**config.mk**
```make
export PLATFORM = sky130hd
export DESIGN_NAME = cache
export DESIGN_NICKNAME = d
export VERILOG_FILES = /design/src/rtl/cache_pkg.sv /design/src/rtl/cache_store.sv /design/src/rtl/cache.sv
export SDC_FILE = /design/constraint.sdc
export NUM_CORES = 1
export LEC_CHECK = 0
export ABC_AREA = 0
export CAP_MARGIN = 30
export CORE_MARGIN = 2
export CORE_UTILIZATION = 60
export CTS_CLUSTER_DIAMETER = 50
export CTS_CLUSTER_SIZE = 25
export DETAILED_ROUTE_END_ITERATION = 10
export PLACE_DENSITY = 0.8
export SYNTH_ARGS = -nofsm -noshare
export SYNTH_HDL_FRONTEND = slang
export SYNTH_SLANG_ARGS = --single-unit
export TNS_END_PERCENT = 50
```
**constraint.sdc**
```tcl
create_clock -name clk -period 9.65 [get_ports clk]
set_clock_uncertainty 0.1 [all_clocks]
set_input_delay 0.965 -clock clk [delete_from_list [all_inputs] [get_ports clk]]
set_output_delay 0.965 -clock clk [all_outputs]
set_load 0.01 [all_outputs]
```
**src/rtl/cache_pkg.sv**
```systemverilog
// Shared geometry, FSM state encoding and address-field helpers for the
// direct-mapped write-through byte cache.
package cache_pkg;

  localparam int ADDR_W   = 8;
  localparam int BYTE_W   = 8;
  localparam int BLOCK_W  = 32;
  localparam int LINES    = 8;
  localparam int OFFSET_W = 2;
  localparam int INDEX_W  = 3;
  localparam int TAG_W    = 3;

  typedef enum logic [2:0] {
    S_IDLE,
    S_FETCH,
    S_RD_DONE,
    S_WRITE,
    S_WR_DONE
  } state_e;

  function automatic logic [OFFSET_W-1:0] addr_offset(input logic [ADDR_W-1:0] addr);
    return addr[OFFSET_W-1:0];
  endfunction

  function automatic logic [INDEX_W-1:0] addr_index(input logic [ADDR_W-1:0] addr);
    return addr[OFFSET_W +: INDEX_W];
  endfunction

  function automatic logic [TAG_W-1:0] addr_tag(input logic [ADDR_W-1:0] addr);
    return addr[ADDR_W-1 -: TAG_W];
  endfunction

  // Byte k of a block sits in bits [8k+7:8k].
  function automatic logic [BYTE_W-1:0] block_byte(input logic [BLOCK_W-1:0] blk,
                                                   input logic [OFFSET_W-1:0] off);
    return blk[{off, 3'b000} +: BYTE_W];
  endfunction

endpackage

```
**src/rtl/cache_store.sv**
```systemverilog
// Tag, valid and data arrays of the cache. Combinational lookup by index;
// writes are either a full block fill (with tag) or a single byte update.
module cache_store
  import cache_pkg::*;
(
  input  logic                clk,
  input  logic                rst,
  input  logic [INDEX_W-1:0]  rd_index_i,
  input  logic [TAG_W-1:0]    rd_tag_i,
  output logic                hit_o,
  output logic [BLOCK_W-1:0]  rd_block_o,
  input  logic                fill_en_i,
  input  logic [INDEX_W-1:0]  fill_index_i,
  input  logic [TAG_W-1:0]    fill_tag_i,
  input  logic [BLOCK_W-1:0]  fill_block_i,
  input  logic                byte_en_i,
  input  logic [INDEX_W-1:0]  byte_index_i,
  input  logic [OFFSET_W-1:0] byte_offset_i,
  input  logic [BYTE_W-1:0]   byte_data_i
);

  logic [LINES-1:0]   valid_q;
  logic [TAG_W-1:0]   tag_q  [LINES];
  logic [BLOCK_W-1:0] data_q [LINES];

  always_ff @(posedge clk or negedge rst) begin
    if (!rst) begin
      valid_q <= '0;
    end else if (fill_en_i) begin
      valid_q[fill_index_i] <= 1'b1;
    end
  end

  // NOTE: tag/data arrays are deliberately left out of reset; clearing valid_q
  // is enough to make every line miss, and it keeps these as plain RAM.
  always_ff @(posedge clk) begin
    if (fill_en_i) begin
      tag_q[fill_index_i]  <= fill_tag_i;
      data_q[fill_index_i] <= fill_block_i;
    end else if (byte_en_i) begin
      data_q[byte_index_i][{byte_offset_i, 3'b000} +: BYTE_W] <= byte_data_i;
    end
  end

  assign hit_o      = valid_q[rd_index_i] && (tag_q[rd_index_i] == rd_tag_i);
  assign rd_block_o = data_q[rd_index_i];

endmodule

```
**src/rtl/cache.sv**
```systemverilog
// Direct-mapped, write-through, no-write-allocate byte cache (8 lines x 4 B)
// between a byte-wide processor port and a word-wide memory port.
module cache
  import cache_pkg::*;
(
  input  logic               clk,
  input  logic               rst,
  input  logic               PRead_request,
  input  logic               PWrite_request,
  input  logic [ADDR_W-1:0]  PAddress,
  input  logic [BYTE_W-1:0]  PWrite_data,
  output logic [BYTE_W-1:0]  PRead_data,
  output logic               PRead_ready,
  output logic               PWrite_done,
  output logic               MRead_request,
  output logic               MWrite_request,
  output logic [ADDR_W-1:0]  MAddress,
  output logic [BYTE_W-1:0]  MWrite_data,
  input  logic [BLOCK_W-1:0] MRead_data,
  input  logic               MRead_ready,
  input  logic               MWrite_done
);

  state_e              state_q, state_d;
  logic [ADDR_W-1:0]   addr_q, addr_d;
  logic [BYTE_W-1:0]   prdata_q, prdata_d;
  logic                prready_q, prready_d;
  logic                pwdone_q, pwdone_d;
  logic                mrreq_q, mrreq_d;
  logic                mwreq_q, mwreq_d;
  logic [ADDR_W-1:0]   maddr_q, maddr_d;
  logic [BYTE_W-1:0]   mwdata_q, mwdata_d;

  logic [ADDR_W-1:0]   look_addr;
  logic                hit;
  logic [BLOCK_W-1:0]  rd_block;
  logic                fill_en;
  logic                byte_en;

  // In IDLE the request is decided on the live address; afterwards every
  // lookup (notably the write-hit check) uses the latched one.
  assign look_addr = (state_q == S_IDLE) ? PAddress : addr_q;

  cache_store u_store (
    .clk           (clk),
    .rst           (rst),
    .rd_index_i    (addr_index(look_addr)),
    .rd_tag_i      (addr_tag(look_addr)),
    .hit_o         (hit),
    .rd_block_o    (rd_block),
    .fill_en_i     (fill_en),
    .fill_index_i  (addr_index(addr_q)),
    .fill_tag_i    (addr_tag(addr_q)),
    .fill_block_i  (MRead_data),
    .byte_en_i     (byte_en),
    .byte_index_i  (addr_index(addr_q)),
    .byte_offset_i (addr_offset(addr_q)),
    .byte_data_i   (mwdata_q)
  );

  // NOTE: every signal is given a default before the case so no path leaves
  // one unassigned, which would otherwise infer a latch.
  // NOTE: combinational logic uses blocking '='; only the clocked block below
  // uses non-blocking '<=' so all registers update together at the edge.
  always_comb begin
    state_d   = state_q;
    addr_d    = addr_q;
    prdata_d  = prdata_q;
    prready_d = prready_q;
    pwdone_d  = pwdone_q;
    mrreq_d   = mrreq_q;
    mwreq_d   = mwreq_q;
    maddr_d   = maddr_q;
    mwdata_d  = mwdata_q;
    fill_en   = 1'b0;
    byte_en   = 1'b0;

    case (state_q)
      S_IDLE: begin
        if (PRead_request) begin
          addr_d = PAddress;
          if (hit) begin
            prdata_d  = block_byte(rd_block, addr_offset(PAddress));
            prready_d = 1'b1;
            state_d   = S_RD_DONE;
          end else begin
            mrreq_d = 1'b1;
            maddr_d = {PAddress[ADDR_W-1:OFFSET_W], {OFFSET_W{1'b0}}};
            state_d = S_FETCH;
          end
        end else if (PWrite_request) begin
          addr_d   = PAddress;
          mwreq_d  = 1'b1;
          maddr_d  = PAddress;
          mwdata_d = PWrite_data;
          state_d  = S_WRITE;
        end
      end

      S_FETCH: begin
        if (MRead_ready) begin
          fill_en   = 1'b1;
          prdata_d  = block_byte(MRead_data, addr_offset(addr_q));
          mrreq_d   = 1'b0;
          prready_d = 1'b1;
          state_d   = S_RD_DONE;
        end
      end

      S_RD_DONE: begin
        if (!PRead_request) begin
          prready_d = 1'b0;
          state_d   = S_IDLE;
        end
      end

      // Completion does not depend on PWrite_request: the memory write always
      // finishes, and WR_DONE then shows a one-cycle done if it already dropped.
      S_WRITE: begin
        if (MWrite_done) begin
          mwreq_d  = 1'b0;
          byte_en  = hit;
          pwdone_d = 1'b1;
          state_d  = S_WR_DONE;
        end
      end

      S_WR_DONE: begin
        if (!PWrite_request) begin
          pwdone_d = 1'b0;
          state_d  = S_IDLE;
        end
      end

      default: state_d = S_IDLE;
    endcase
  end

  always_ff @(posedge clk or negedge rst) begin
    if (!rst) begin
      state_q   <= S_IDLE;
      addr_q    <= '0;
      prdata_q  <= '0;
      prready_q <= 1'b0;
      pwdone_q  <= 1'b0;
      mrreq_q   <= 1'b0;
      mwreq_q   <= 1'b0;
      maddr_q   <= '0;
      mwdata_q  <= '0;
    end else begin
      state_q   <= state_d;
      addr_q    <= addr_d;
      prdata_q  <= prdata_d;
      prready_q <= prready_d;
      pwdone_q  <= pwdone_d;
      mrreq_q   <= mrreq_d;
      mwreq_q   <= mwreq_d;
      maddr_q   <= maddr_d;
      mwdata_q  <= mwdata_d;
    end
  end

  assign PRead_data     = prdata_q;
  assign PRead_ready    = prready_q;
  assign PWrite_done    = pwdone_q;
  assign MRead_request  = mrreq_q;
  assign MWrite_request = mwreq_q;
  assign MAddress       = maddr_q;
  assign MWrite_data    = mwdata_q;

endmodule

```
Word level (Yosys, flattened, before mapping)
Memory sizes are Yosys's and may differ from the RTL's.
Cells that the tools add are included.
{"block": "op_classes", "shift": 4, "bitwise_logic": 34, "n_eq_ne": 16, "reduce_logical": 17, "n_addsub": 1, "n_lt_le_gt_ge": 3, "n_mux": 78}
{"op": "2-to-1 mux 8 bit", "n": 8}
{"op": "variable part select 32 x 6 -> 8 bit", "n": 2}
{"op": "2-to-1 mux 1 bit", "n": 54}
{"op": "2-to-1 mux 32 bit", "n": 1}
{"op": "bitwise OR 1 bit", "n": 32}
{"op": "variable shift 8 x 7 -> 32 bit (first input constant)", "n": 1}
{"op": "variable part select 8 x 7 -> 32 bit", "n": 1}
{"op": "inequality test 2 bit (second input constant)", "n": 10}
{"op": "2-to-1 mux 3 bit", "n": 6}
{"op": "one-hot mux 8 bit (2 select lines)", "n": 1}
{"op": "one-hot mux 3 bit (5 select lines)", "n": 1}
{"op": "AND reduction 4 bit", "n": 3}
{"op": "AND reduction 5 bit", "n": 2}
{"op": "AND reduction 3 bit", "n": 3}
{"op": "less-than comparator 3 x 4 -> 1 bit (second input constant)", "n": 2}
{"op": "bitwise OR 8 bit", "n": 1}
{"op": "nonzero test 2 bit", "n": 4}
{"op": "negator 5 -> 7 bit", "n": 1}
{"op": "== test 3 x 2 -> 1 bit (second input constant)", "n": 2}
{"op": "one-hot mux 1 bit (2 select lines)", "n": 3}
{"op": "binary-select mux 1 bit (select 3 bit)", "n": 1}
{"op": "demux 1 bit (select 3 bit)", "n": 1}
{"op": "== test 3 x 1 -> 1 bit (second input constant)", "n": 1}
{"op": "== test 3 bit", "n": 1}
{"op": "10 further kinds", "n": 11}
{"block": "word_totals", "ff_bits": 47, "mem_count": 2, "ramBits": 280}
{"memory": "u_store.data_q", "depth": 8, "word_bits": 32, "read_ports": 1, "rd_ports_with_merged_regs": 0, "wr": 1, "line_no": "cache_store.sv:24", "text": "logic [BLOCK_W-1:0] data_q [LINES];"}
{"memory": "u_store.tag_q", "depth": 8, "word_bits": 3, "read_ports": 1, "rd_ports_with_merged_regs": 0, "wr": 1, "line_no": "cache_store.sv:23", "text": "logic [TAG_W-1:0] tag_q [LINES];"}

Longest topological paths before layout
{"block": "depth", "depth_word": 11, "ltp_mapped": 14, "depth_no_buf": 8}

Cells and area by module
From an unflattened synthesis, not the netlist that was laid out.
{"block": "hier_totals", "cells_unflattened": 813, "hier_area_um2": 14059.7}
{"module": "cache_store", "seq_area_each_um2": 8608.3, "instances": 1, "cells_per_inst": 626, "area_each_um2": 11847.6}
{"module": "cache", "seq_area_each_um2": 975.9, "instances": 1, "cells_per_inst": 187, "area_each_um2": 2212.1}

Least setup slack after synthesis
No wires, ideal clock.
{"block": "synth_timing", "path_kind": "in2reg", "startpoint": "input PAddress[2]", "endpoint": "memory u_store.data_q[0][0] (enable)", "arrival_ns": 3.694, "required_ns": 9.175, "stages": 12, "path_buffers": 4, "slack_ns": 5.481, "path_cell_list": "buf_4 -> or4b_1 -> buf_2 -> nand2_4 -> mux2_2 -> o22ai_1 -> a211oi_2 -> xnor2_2 -> or3_1 -> buf_6 -> buf_6 -> a21oi_1"}
{"block": "synth_via", "elab_chain_cells": 10}
{"item": "from (decl)", "line_no": "cache.sv:10", "text": "input logic [ADDR_W-1:0] PAddress,"}
{"item": "2-to-1 mux 8 bit (*)", "line_no": "cache.sv:42", "text": "assign look_addr = (state_q == S_IDLE) ? PAddress : addr_q;"}
{"item": "memory read (8 x 3 bit) or binary-select mux 1 bit (select 3 bit) (tied branches)"}
{"item": "== test 3 bit or 2-to-1 mux 1 bit (tied branches)", "line_no": "cache_store.sv:45", "text": "assign hit_o = valid_q[rd_index_i] && (tag_q[rd_index_i] == rd_tag_i);"}
{"item": "logical AND 1 bit (*)", "line_no": "cache_store.sv:45"}
{"item": "2-to-1 mux 1 bit (*)", "line_no": "cache.sv:120", "text": "if (MWrite_done) begin"}
{"item": "2-to-1 mux 1 bit (*)", "line_no": "cache.sv:78", "text": "case (state_q)"}
{"item": "2-to-1 mux 1 bit (*)", "line_no": "cache_store.sv:40", "text": "end else if (byte_en_i) begin"}
{"item": "2-to-1 mux 1 bit (*)", "line_no": "cache_store.sv:37", "text": "if (fill_en_i) begin"}
{"item": "2-to-1 mux 32 bit (not written as such) (*)", "line_no": "cache_store.sv:41", "text": "data_q[byte_index_i][{byte_offset_i, 3'b000} +: BYTE_W] <= byte_data_i;"}
{"item": "bitwise OR 1 bit (no source line) (*)"}
{"item": "to (decl)", "line_no": "cache_store.sv:24"}
Mark *: on every way between the ends. The rest lies on a longest branch, timed or not. The select of a mux whose other input is x is not followed.

Final worst setup path
{"block": "layout_timing", "startpoint": "register state_q[0]", "endpoint": "memory u_store.data_q[5][9] (enable)"}
{"block": "layout_via", "elab_chain_cells": 11}
{"item": "from (decl)", "line_no": "cache.sv:24", "text": "state_e state_q, state_d;"}
{"item": "from (signal assigned)", "line_no": "cache.sv:151", "text": "state_q <= state_d;"}
{"item": "logical NOT 3 bit", "line_no": "cache.sv:42"}
{"item": "2-to-1 mux 8 bit", "line_no": "cache.sv:42"}
{"item": "memory read (8 x 3 bit) or binary-select mux 1 bit (select 3 bit) (tied branches)"}
{"item": "== test 3 bit or 2-to-1 mux 1 bit (tied branches)", "line_no": "cache_store.sv:45"}
{"item": "logical AND 1 bit", "line_no": "cache_store.sv:45"}
{"item": "2-to-1 mux 1 bit", "line_no": "cache.sv:120"}
{"item": "2-to-1 mux 1 bit", "line_no": "cache.sv:78"}
{"item": "2-to-1 mux 1 bit", "line_no": "cache_store.sv:40"}
{"item": "2-to-1 mux 1 bit", "line_no": "cache_store.sv:37"}
{"item": "2-to-1 mux 32 bit (not written as such)", "line_no": "cache_store.sv:41"}
{"item": "bitwise OR 1 bit (no source line) (*)"}
Marked as above.

==> summary.txt <==
Run status
  • Status: complete, no violations

Clock network
  • TritonCTS clock tree: built
  • Cts hold-fix bufs: 0
  • TritonCTS Buffers: 26
  • Post-CTS Setup Inserts: 0
  • Clock latency on the worst-skew pair: 0.56 ns
  • H-tree depth: 1
  • Sink Count: 327
  • Clock Tree Buf Depth: 3
  • Root Driver: clkbuf_16
  • Clk pin slew, worst setup/hold paths: 0.08 ns
  • Post_cts resized: 0

Timing
  • Final Hold Vio Count: 0
  • Fin Setup TNS: 0 ns
  • Tmin final: 5.55 ns
  • Tightest Pin Transition: 1.19 ns
  • Max-slew violations: 0
  • Crit share post-route: 57.5%
  • Final worst slack: 4.10 ns
  • # setup viols final: 0
  • Slew margin rel.: 20.4%
  • F_max: 0.180 GHz
  • RSZ-0062 raised after global routing: no

Final layout
  • Multi-input logic area: 4420 µm²
  • N_diodes: 0
  • Finished Core Util: 69.7%
  • Reg area: 9580 µm²
  • Nets: 1249
  • Area Growth Syn to Fin: 13.3%
  • Share of cells above drive strength 1: 10.6%
  • Finished Layout Cells: 1529
  • # fillers: 1566

Power
  • PD cells: 326 nW/µm²
  • Static Leak: 5.97 nW
  • Peak supply drop: 0.000269 V
  • Pwr Total: 5.36 mW

Place
  • GPL Wtd Cong: 0.950
  • Placed Cells incl. Taps: 1480
  • HPWL after detailed placement: 26200 µm
  • PortBufs: 81
  • Pre-CTS WS: 3.81 ns

Yosys
  • Post-synth EDFFs: 280
  • Sequential-to-total area share from yosys stat: 66.0%
  • Ys flop type: edfxtp_1
  • Mapped cell area: 14500 µm²
  • Synth cell types: 59
  • Register bit total from synthesis: 327
  • Yosys warning count: 0
  • Avg Cell Area, Syn: 12.7 µm²
  • Post-synth ARST share: 14.4%
  • Post-Syn Nets: 1202
  • Post-Syn Instances: 1143

Routing
  • Number of antenna-violating nets in the routed design: 0
  • Detailed Route Iter0 Violations: 1405
  • DR vias: 10.1k
  • Vias per std cell: 6.61
  • # DRC: 0
  • DRT Pass-1 Iters: 5
  • Total wire length: 40000 µm
  • DR WL/cell: 26.2 µm

GRT
  • Vias in the first global route: 9788
  • Initial antenna violation count: 0
  • Global route overflow: 0
  • Largest net degree at the start of global routing: 96
  • GRT Overall Usage: 31.1%
  • First-pass GRT wire length: 59300 µm

Flow run
  • Total of max-cap violations: 0

Min path
  • Hold WC Path Type: reg2reg

Floorplan
  • Die Height: 160 µm
  • Die area: 25500 µm²
  • Initial Util: 61.5%
  • Core Area: 23600 µm²
  • Die width: 160 µm
  • Cell row count: 56
  • Ports: 82

Setup path
  • Setup crit end kind: register
  • Nature of the critical path startpoint: register
  • CP max FO: 27
  • Arrival @ worst endpoint: 5.61 ns
  • Req. time, crit path: 9.71 ns
  • Crit path kind: reg2reg
==> per-stage QoR <==
stage               cell area (µm²)  hold WS, ns
finish                        16500        0.404
global route                  16500        0.423
CTS                           16400        0.408
detailed placement            15500        0.381
global placement              15500        0.367
floorplan                     14500        0.352
==> registers in the layout, indices dropped and copies added, names as in the netlist <==
name,flops
u_store.tag_q,24
addr_q,8
PRead_data,8
MAddress,8
MRead_request,1
u_store.data_q,256
PRead_ready,1
state_q,3
PWrite_done,1
MWrite_request,1
MWrite_data,8
u_store.valid_q,8
==> kinds of logic after synthesis <==
group / Yosys count / synth area share, %
AND/OR/NAND/NOR: 419 / 12.7
AO/OA/AOI/OAI: 178 / 8.59
buffers and inverters: 120 / 3.74
flip-flops: 327 / 66.0
multiplexers: 93 / 8.44
XOR/XNOR: 1 / 0.112
adder cells (fa/ha/maj): 5 / 0.431
==> layer usage <==
metal	GRT usage [%]	share of wire (%)	routed length, µm	vias to the layer above
li1	-	-	-	4338
met1	41.7	36	14500	4957
met3	6.39	11	4590	131
met4	11.1	4.3	1730	0
met5	0	0	0	-
met2	51.2	48	19200	674
==> layout by cell type, fill, tap and decap left out, types with 3 or more instances in the layout <==
cell / netlist / layout
a22o_1: 3 / 3
nand2b_1: 4 / 4
mux2_4: 3 / 3
clkdlybuf4s50_1: 0 / 80
and3_1: 30 / 30
mux4_2: 18 / 18
bufinv_16: 0 / 3
edfxtp_1: 280 / 280
nor3b_1: 5 / 5
a21oi_1: 38 / 38
a32oi_1: 6 / 6
clkinv_8: 0 / 8
nand4_1: 7 / 7
nand3_1: 57 / 57
o221ai_1: 5 / 5
o21ai_0: 23 / 23
buf_4: 2 / 11
dfrtp_1: 47 / 47
mux2i_1: 46 / 46
a311oi_1: 20 / 20
a211oi_1: 26 / 26
clkbuf_16: 0 / 26
ha_1: 5 / 5
inv_8: 0 / 3
inv_6: 0 / 3
mux2_2: 24 / 24
inv_1: 44 / 44
nor2_1: 53 / 53
nand3b_1: 3 / 3
a221oi_1: 5 / 5
nand2_1: 235 / 235
or2_2: 8 / 8
a31oi_1: 22 / 22
buf_2: 11 / 3
o31ai_4: 2 / 3
o22ai_1: 9 / 9
or3_1: 6 / 6
o211ai_1: 4 / 4
==> final timing paths <==
path                                                      from  slack (ns)  cells past startpoint                        endpoint
worst max-delay path                    state_q[0]$_DFFE_PN0P_        4.10                      8  u_store.data_q[5][9]$_DFFE_PP_
worst min-delay path            u_store.valid_q[3]$_DFFE_PN0P_        0.40                      1  u_store.valid_q[3]$_DFFE_PN0P_
worst min register to register  u_store.valid_q[3]$_DFFE_PN0P_        0.40                      1  u_store.valid_q[3]$_DFFE_PN0P_
max in group asynchronous                                  rst        8.57                      2       PRead_data[5]$_DFFE_PN0P_
worst max register to register          state_q[0]$_DFFE_PN0P_        4.10                      8  u_store.data_q[5][9]$_DFFE_PP_
min in group asynchronous                                  rst        0.42                      2          state_q[1]$_DFFE_PN0P_
==> area by class of cell <==
| class | count | area share (%) |
|---|---|---|
| sequential | 327 | 58.2 |
| timing repair buffer | 95 | 5.62 |
| inverter | 44 | 1.00 |
| clock buffer | 27 | 3.97 |
| clock inverter | 21 | 1.93 |
| tap | 319 | 2.42 |
| multi-input combinational | 696 | 26.8 |
==> cells in the mapped netlist (all sizes together) (4+ instances only) <==
master  count  area, µm²
edfxtp    280       8410
nand2     237        900
nand3      57        285
nor2       53        199
mux2i      48        505
dfrtp      47       1180
clkbuf     45        169
inv        44        165
a21oi      38        190
buf        31        209
and3       30        188
a211oi     27        208
mux2       27        315
o21ai      24        124
a31oi      22        138
a311oi     20        175
mux4       18        405
o22ai       9       56.3
or2         8       50.1
nand4       7       43.8
a32oi       6       52.6
or3         6       37.5
a221oi      5       43.8
ha          5       62.6
nor3b       5       37.5
o221ai      5       43.8
nand2b      4       25.0
o211ai      4       30.0
==> where the power goes <==
part           switching, mW  internal, mW
logic                   1.44         0.792
clock network          0.567         0.613
registers              0.228          1.73
total                   2.23          3.13
==> critical path, stage by stage, from the launching register on <==
cell and delay, ns:
dfrtp_1 0.68, or3_1 0.50, mux2i_4 0.90, nand2_1 0.51, o22ai_1 0.35, a211oi_2 0.08, xnor2_2 0.29, or3_1 0.72
a21oi_1 1.00
Note: power is estimated with default switching activity, not from simulation.
